[src/rtl/pxs_pattern_sequencer.sv]
// Checkerboard test-pattern sequencer for the pixel stream.
// Delays the stream by one cycle and attaches a pattern index, a grid size
// and a frame-start marker. Patterns rotate automatically every
// FRAMES_PER_PATTERN frames (AUTO), or are frozen by a host command (HOLD).
// Host commands take effect only on a frame boundary, so a frame is never
// drawn with two different patterns.
//
// Stream word layout: {HS, VS, XC[9:0], YC[9:0], Active}; only VS is
// interpreted here, every other field passes through untouched.

module pxs_pattern_sequencer #(
    parameter int FRAMES_PER_PATTERN = 60,  // 1..1023
    parameter int NUM_PATTERNS       = 4    // 1..4
) (
    input  logic        px_clk,
    input  logic        rst_n,
    input  logic [22:0] VGA_SCA_Str_i,
    input  logic        cmd_valid,
    input  logic [1:0]  cmd_pattern,
    input  logic        cmd_hold,
    output logic        cmd_ready,
    output logic [22:0] VGA_SCA_Str_o,
    output logic [1:0]  pattern_o,
    output logic [2:0]  grid_log2_o,
    output logic        frame_start_o,
    output logic [1:0]  mode_o
);

    localparam int VS_BIT = 21;

    localparam logic [1:0] LAST_PATTERN = 2'(NUM_PATTERNS - 1);
    localparam logic [9:0] LAST_FRAME   = 10'(FRAMES_PER_PATTERN - 1);

    typedef enum logic [1:0] {
        IDLE = 2'd0,
        AUTO = 2'd1,
        HOLD = 2'd2
    } mode_e;

    mode_e       state_q, state_d;
    logic [1:0]  pattern_d;
    logic [2:0]  grid_log2_d;
    logic [9:0]  frame_cnt_q, frame_cnt_d;
    logic        cmd_ready_d;
    logic [1:0]  pend_pattern_q, pend_pattern_d;
    logic        pend_hold_q, pend_hold_d;
    logic        prev_vs_q;

    logic        boundary;
    logic        accept;
    logic        apply;

    // A frame starts on the rising edge of VS; prev_vs_q resets high so a
    // stream that is already inside vertical sync at reset release is not
    // mistaken for a new frame.
    assign boundary = VGA_SCA_Str_i[VS_BIT] & ~prev_vs_q;

    // cmd_ready low means the pending slot holds a command. Acceptance and
    // application are mutually exclusive: a command accepted on a boundary
    // cycle only becomes pending after it, so it waits for the next one.
    assign accept = cmd_valid & cmd_ready;
    assign apply  = boundary & ~cmd_ready;

    assign mode_o = state_q;

    // Next-state logic for the mode FSM, pattern, frame counter and command slot.
    always_comb begin
        // NOTE: every signal assigned here gets a default first, so no path
        // through the branches below can leave one unassigned and infer a latch.
        state_d        = state_q;
        pattern_d      = pattern_o;
        frame_cnt_d    = frame_cnt_q;
        cmd_ready_d    = cmd_ready;
        pend_pattern_d = pend_pattern_q;
        pend_hold_d    = pend_hold_q;

        if (accept) begin
            cmd_ready_d    = 1'b0;
            pend_pattern_d = cmd_pattern;
            pend_hold_d    = cmd_hold;
        end

        if (boundary) begin
            if (apply) begin
                // A pending command overrides whatever the current mode would do,
                // including the IDLE exit.
                cmd_ready_d = 1'b1;
                frame_cnt_d = '0;
                if (pend_hold_q) begin
                    state_d   = HOLD;
                    pattern_d = pend_pattern_q;
                end else begin
                    state_d   = AUTO;
                    pattern_d = (pend_pattern_q > LAST_PATTERN) ? LAST_PATTERN : pend_pattern_q;
                end
            end else begin
                case (state_q)
                    IDLE: begin
                        state_d     = AUTO;
                        pattern_d   = 2'd0;
                        frame_cnt_d = '0;
                    end
                    AUTO: begin
                        if (frame_cnt_q >= LAST_FRAME) begin
                            frame_cnt_d = '0;
                            pattern_d   = (pattern_o >= LAST_PATTERN) ? 2'd0 : pattern_o + 2'd1;
                        end else begin
                            frame_cnt_d = frame_cnt_q + 10'd1;
                        end
                    end
                    HOLD: begin
                        frame_cnt_d = '0;
                    end
                    default: begin
                        state_d     = IDLE;
                        pattern_d   = 2'd0;
                        frame_cnt_d = '0;
                    end
                endcase
            end
        end

        grid_log2_d = 3'd6 - {1'b0, pattern_d};
    end

    // State register: all outputs update together with the stream word they describe.
    always_ff @(posedge px_clk) begin
        // NOTE: state registers use non-blocking assignments so every flop
        // samples the pre-edge values regardless of statement order.
        if (!rst_n) begin
            state_q        <= IDLE;
            pattern_o      <= 2'd0;
            grid_log2_o    <= 3'd6;
            frame_cnt_q    <= '0;
            cmd_ready      <= 1'b1;
            pend_pattern_q <= 2'd0;
            pend_hold_q    <= 1'b0;
            prev_vs_q      <= 1'b1;
            VGA_SCA_Str_o  <= '0;
            frame_start_o  <= 1'b0;
        end else begin
            state_q        <= state_d;
            pattern_o      <= pattern_d;
            grid_log2_o    <= grid_log2_d;
            frame_cnt_q    <= frame_cnt_d;
            cmd_ready      <= cmd_ready_d;
            pend_pattern_q <= pend_pattern_d;
            pend_hold_q    <= pend_hold_d;
            prev_vs_q      <= VGA_SCA_Str_i[VS_BIT];
            VGA_SCA_Str_o  <= VGA_SCA_Str_i;
            frame_start_o  <= boundary;
        end
    end

endmodule
[config.mk]
export PLATFORM = sky130hd
export DESIGN_NAME = pxs_pattern_sequencer
export DESIGN_NICKNAME = d
export VERILOG_FILES = /design/src/rtl/pxs_pattern_sequencer.sv
export SDC_FILE = /design/constraint.sdc
export NUM_CORES = 1
export LEC_CHECK = 0
export BUFFER_PORTS_ARGS = -buffer_cell sky130_fd_sc_hd__buf_2
export CAP_MARGIN = 20
export CORE_ASPECT_RATIO = 1.75
export CORE_MARGIN = 2
export CORE_UTILIZATION = 52
export DETAILED_ROUTE_END_ITERATION = 10
export PLACE_DENSITY = 0.83
export SLEW_MARGIN = 20
export SYNTH_ARGS = -nofsm -noshare
export SYNTH_HDL_FRONTEND = slang
export SYNTH_SLANG_ARGS = --single-unit
export TNS_END_PERCENT = 50
[constraint.sdc]
create_clock -name px_clk -period 4.7 [get_ports px_clk]
set_clock_uncertainty 0.2 [all_clocks]
set_input_delay 0.235 -clock px_clk [delete_from_list [all_inputs] [get_ports px_clk]]
set_output_delay 0.235 -clock px_clk [all_outputs]
set_load 0.05 [all_outputs]
# Word level (Yosys, flattened, before mapping)
# Cells that the tools add are included.
# word_totals
reg_bits	46
out_inout_bits	32
wordCells	43
# classes
addsub	3
n_lt_le_gt_ge	3
eq_ne	3
mux	16
bitwise_logic	5
n_reduce_logical	3
# ops
operator	n
$mux W10	3
$mux W2	8
$add A10 B1 Y10 const B	1
$ge A10 B6 Y1 const B	1
$pmux W2 S2	2
$and A1 B1 Y1	3
$mux W1	3
$sub A3 B2 Y3 const A	1
$add A2 B1 Y2 const B	1
$eq A2 B1 Y1 const B	1
$eq A2 B2 Y1 const B	1
$ge A2 B2 Y1 const B	1
$gt A2 B2 Y1 const B	1
$logic_not A2 Y1	1
$ne A2 B1 Y1 const B	1
$not A1 Y1	2
$reduce_and A2 Y1	1
$reduce_or A2 Y1	1

# Depth between registers and ports, before layout
# depth
word_depth	7
ltp_mapped	8
mapped_depth_nobuf	8

# Worst setup path after synthesis
# No wires, ideal clock.
# synth_path
path_kind	reg-to-reg
from	register state_q[1] (netlist: mode_o[1])
to	register grid_log2_o[1]
setup_ns	0.060
arrival_ns	2.011
t_required_ns	4.440
slack_ns	2.429
path_stages_with_launch	8
n_path_buf	0
synth_period_minus_slack_ns	2.271
path_cell_list	dfxtp_1 -> inv_1 -> ha_1 -> nand3b_1 -> o311a_1 -> nor3_1 -> ha_1 -> nand2_1
# synth_via
elab_chain_cells	5
elab_cells_between_ends	6
# synth_rtl
item	line_no	rtl
start: declaration	40	mode_e state_q, state_d;
start signal: assignment	142	state_q <= state_d;
$eq A2 B2 Y1 / $eq A2 B1 Y1 (equally long branches)	97	case (state_q)
$pmux W2 S2 (*)	97	
$mux W2 (*)	84	if (apply) begin
$mux W2 (*)	83	if (boundary) begin
$sub A3 B2 Y3 (*)	123	grid_log2_d = 3'd6 - {1'b0, pattern_d};
end signal: assignment	144	grid_log2_o <= grid_log2_d;
end: declaration	24	output logic [2:0] grid_log2_o,
# Mark *: on every way between the ends. The rest lies on a longest branch, timed or not.
# A chain may end at the register's enable or synchronous reset.

# Worst setup path in the final report
# layout_path
from	register frame_cnt_q[0]
to	register grid_log2_o[1]
# layout_via
elab_chain_cells	6
# layout_rtl
item	line_no	rtl
start: declaration	43	logic [9:0] frame_cnt_q, frame_cnt_d;
start signal: assignment	145	frame_cnt_q <= frame_cnt_d;
$ge A10 B6 Y1	104	if (frame_cnt_q >= LAST_FRAME) begin
$mux W2	104	
$pmux W2 S2	97	
$mux W2	84	
$mux W2	83	
$sub A3 B2 Y3	123	
# Every way passes these cells.

==> run_results.csv <==
group,metric,value,unit
setup_path,path_max_fanout,4,
floorplan,start_util,54.2,%
floorplan,boundaryPins,61,
grt,antenna_found_initial,0,
placement,gp_congestion,0.798,
clock_network,cts_resized,0,
sta,clock.fmax,451,MHz
layout,fillCellCount,240,
floorplan,die-area,3730,µm²
setup_path,path_class,"reg -> reg",
logic_synthesis,muxShareOfSynthArea,0.594,%
power_and_ir_drop,p_leak,1.03,nW
grt,grt_use_met1,25.5,%
clock_network,clk_pin_slew,0.08,ns
grt,grt_pass1_vias,1511,
sta,slew_headroom,60.8,%
layout,drive_gt1_share,27.3,%
logic_synthesis,synth_top_cell_by_area,"dfxtp_1",
sta,tightest_slew,0.586,ns
grt,met2_usage,41.5,%
logic_synthesis,ys_seq_area_share,53.5,%
logic_synthesis,synthAdderAreaFrac,4.45,%
power_and_ir_drop,vdd_drop_max,0.247,mV
clock_network,cts_root_buf,"clkbuf_8",
clock_network,clock-sinks,45,
logic_synthesis,ys_types,36,
layout,syn_to_final_growth,36.9,%
sta,post-route-period-util,47.2,%
logic_synthesis,synth_flop_cell,"dfxtp_1",
sta,drv_slew,0,
setup_path,end_kind,"flop",
min_path,hold_path.class,"in -> reg",
grt,track_usage,24.7,%
logic_synthesis,synth-simple-area-share,25.7,%
clock_network,h-tree-depth,2,
route,vias,1498,
grt,grt_max_degree,38,
floorplan,rows,27,
logic_synthesis,synth-xor-area-share,4.16,%
floorplan,core_region_area,3110,µm²
logic_synthesis,synth_compound_area_share,8.46,%
sta,rsz0062_at_grt,"false",
run_status,status,"complete, no violations",
route,drt_iter0_markers,47,
power_and_ir_drop,power_density,327,nW/µm²
route,ant_nets,0,
floorplan,die_h,79.3,µm
layout,n_antenna_cell,0,
logic_synthesis,synth_fp_nets,208,
clock_network,cts_tree,"built",
placement,portBuffers,60,
setup_path,cp.required,4.67,ns
logic_synthesis,synth_top_family_by_area,"simple AND/OR/NAND/NOR gates",
setup_path,startpoint_type,"flop",
route,drt-wirelength-per-cell,13.3,µm
grt,overflow,0,
clock_network,cts_buffer_depth,2,
logic_synthesis,synth_top_cells_by_area,"dfxtp_1 (53%), and2_1 (8.9%), ha_1 (4.5%), nand2_1 (3.6%), xnor2_1 (3.1%)",
logic_synthesis,synth-async-reset-ratio,0,%
logic_synthesis,synth-edff-count,0,
route,drc,0,
grt,use_met3,7.73,%
clock_network,numCtsBuffers,5,
sta,period_minus_slack,2.22,ns
grt,grt.busiest_layer,"met2",
logic_synthesis,syn_inst,173,
logic_synthesis,syn_avg_cell_area,9.74,µm²
sta,setup_viol,0,
placement,place_hpwl,2.49,mm
layout,final_nets,288,
flow_run,maxCapViolCount,0,
logic_synthesis,yosys_warnings,0,
setup_path,r2r_slack,2.48,ns
setup_path,arrival,2.19,ns
placement,postPlaceCellArea,2000,µm²
sta,hold_violations,0,
sta,finalSetupTns,0,ns
grt,grt_first_pass_wirelength,6.60,mm
route,vias_per_cell,5.06,
layout,fin_area,2310,µm²
clock_network,clk_latency,0.29,ns
logic_synthesis,ys_ff_latch,45,
logic_synthesis,syn_area,1690,µm²
logic_synthesis,synth_top_area_share,53.5,%
route,routed_wirelength,3.95,mm
route,drtPass1Iterations,4,
floorplan,die_x,47.0,µm
clock_network,post_cts_buffers,0,
what timing repair did:
| item | CTS | global route |
|---|---|---|
| hold buffers | 22 | 0 |
| endpoints found under the setup margin | 0 | 0 |
| hold endpoints to repair | 22 | 0 |
registers in the layout, indices dropped and copies added, names as in the netlist:
| register | count |
|---|---|
| frame_start_o | 1 |
| prev_vs_q | 1 |
| grid_log2_o | 2 |
| frame_cnt_q | 10 |
| cmd_ready | 1 |
| mode_o | 2 |
| VGA_SCA_Str_o | 23 |
| pend_pattern_q | 2 |
| pend_hold_q | 1 |
| pattern_o | 2 |
per-layer routing:
metal	up-vias	routed length, µm
met3	17	196
met4	0	178
met2	52	2170
met5	-	0
li1	736	-
met1	693	1410
worst paths after layout:
path,startpoint,endpoint,cells after the start
worst max-delay path,frame_cnt_q[0],grid_log2_o[1],7
worst min register to register,pend_pattern_q[1],pend_pattern_q[1],2
worst min-delay path,cmd_hold,pend_hold_q,3
worst max register to register,frame_cnt_q[0],grid_log2_o[1],7
kinds of logic after synthesis:
logic type | count (synthesis)
and+or+nand+nor | 80
DFF | 45
AOI/OAI and AO/OA | 20
buffers and inverters | 13
xor gates and xnor gates | 8
adders and majority gates | 6
muxes | 1
cells in the final DEF (no fill, tap or decap), drive strengths merged, types with 7 or more instances in the layout:
cell,Yosys,final
dfxtp,45,45
buf,2,60
clkbuf,7,7
and2,24,24
dlygate4sd3,0,22
nor3,7,7
nor2,11,11
nand2,16,16
layout make-up:
class	count	area, µm²	area share (%)
sequential	45	901	39.0
tap	43	53.8	2.33
timing repair buffer	82	520	22.6
multi-input combinational	115	731	31.7
clock buffer	7	86.3	3.74
inverter	4	15.0	0.651
synthesized netlist by cell type, types with 3 or more instances:
cell type and n:
ha_1 6, dfxtp_1 45, xnor2_1 6, nand2_1 16, and2_1 24, nand3_1 6
clkbuf_1 7, inv_1 4, nand4_1 4, nor2_1 11, a21oi_1 6, a21boi_0 3
nor3_1 7
report_power, final:
group          leakage, nW  internal (mW)  total, mW  switching [mW]
combinational        0.610         0.0422      0.118          0.0763
sequential           0.371          0.397      0.404         0.00788
clock               0.0443          0.116      0.231           0.115
total                 1.03          0.555      0.754           0.199
worst max-delay path, cell delays in order (launching register included):
cell and delay, ns:
dfxtp_1 0.39, ha_1 0.20, nand4_1 0.10, o211a_1 0.28, nor4b_1 0.47, nor3_1 0.11, ha_1 0.30, nand2_1 0.05
stage by stage:
step           utilization (%)  hold slack [ns]  worst slack (ns)  power (mW)  instances
2_1_floorplan                -            0.136              2.43       0.486        173
3_3_place_gp              64.4            0.240              2.59       0.513        267
3_5_place_dp              64.4            0.244              2.50       0.515        267
4_1_cts                   74.2          0.00546              2.49       0.759        296
5_1_grt                   74.2           0.0195              2.29       0.786        296
6_report                  74.2          0.00512              2.48       0.754        296
No activity file was read; power rests on OpenSTA's default activity.
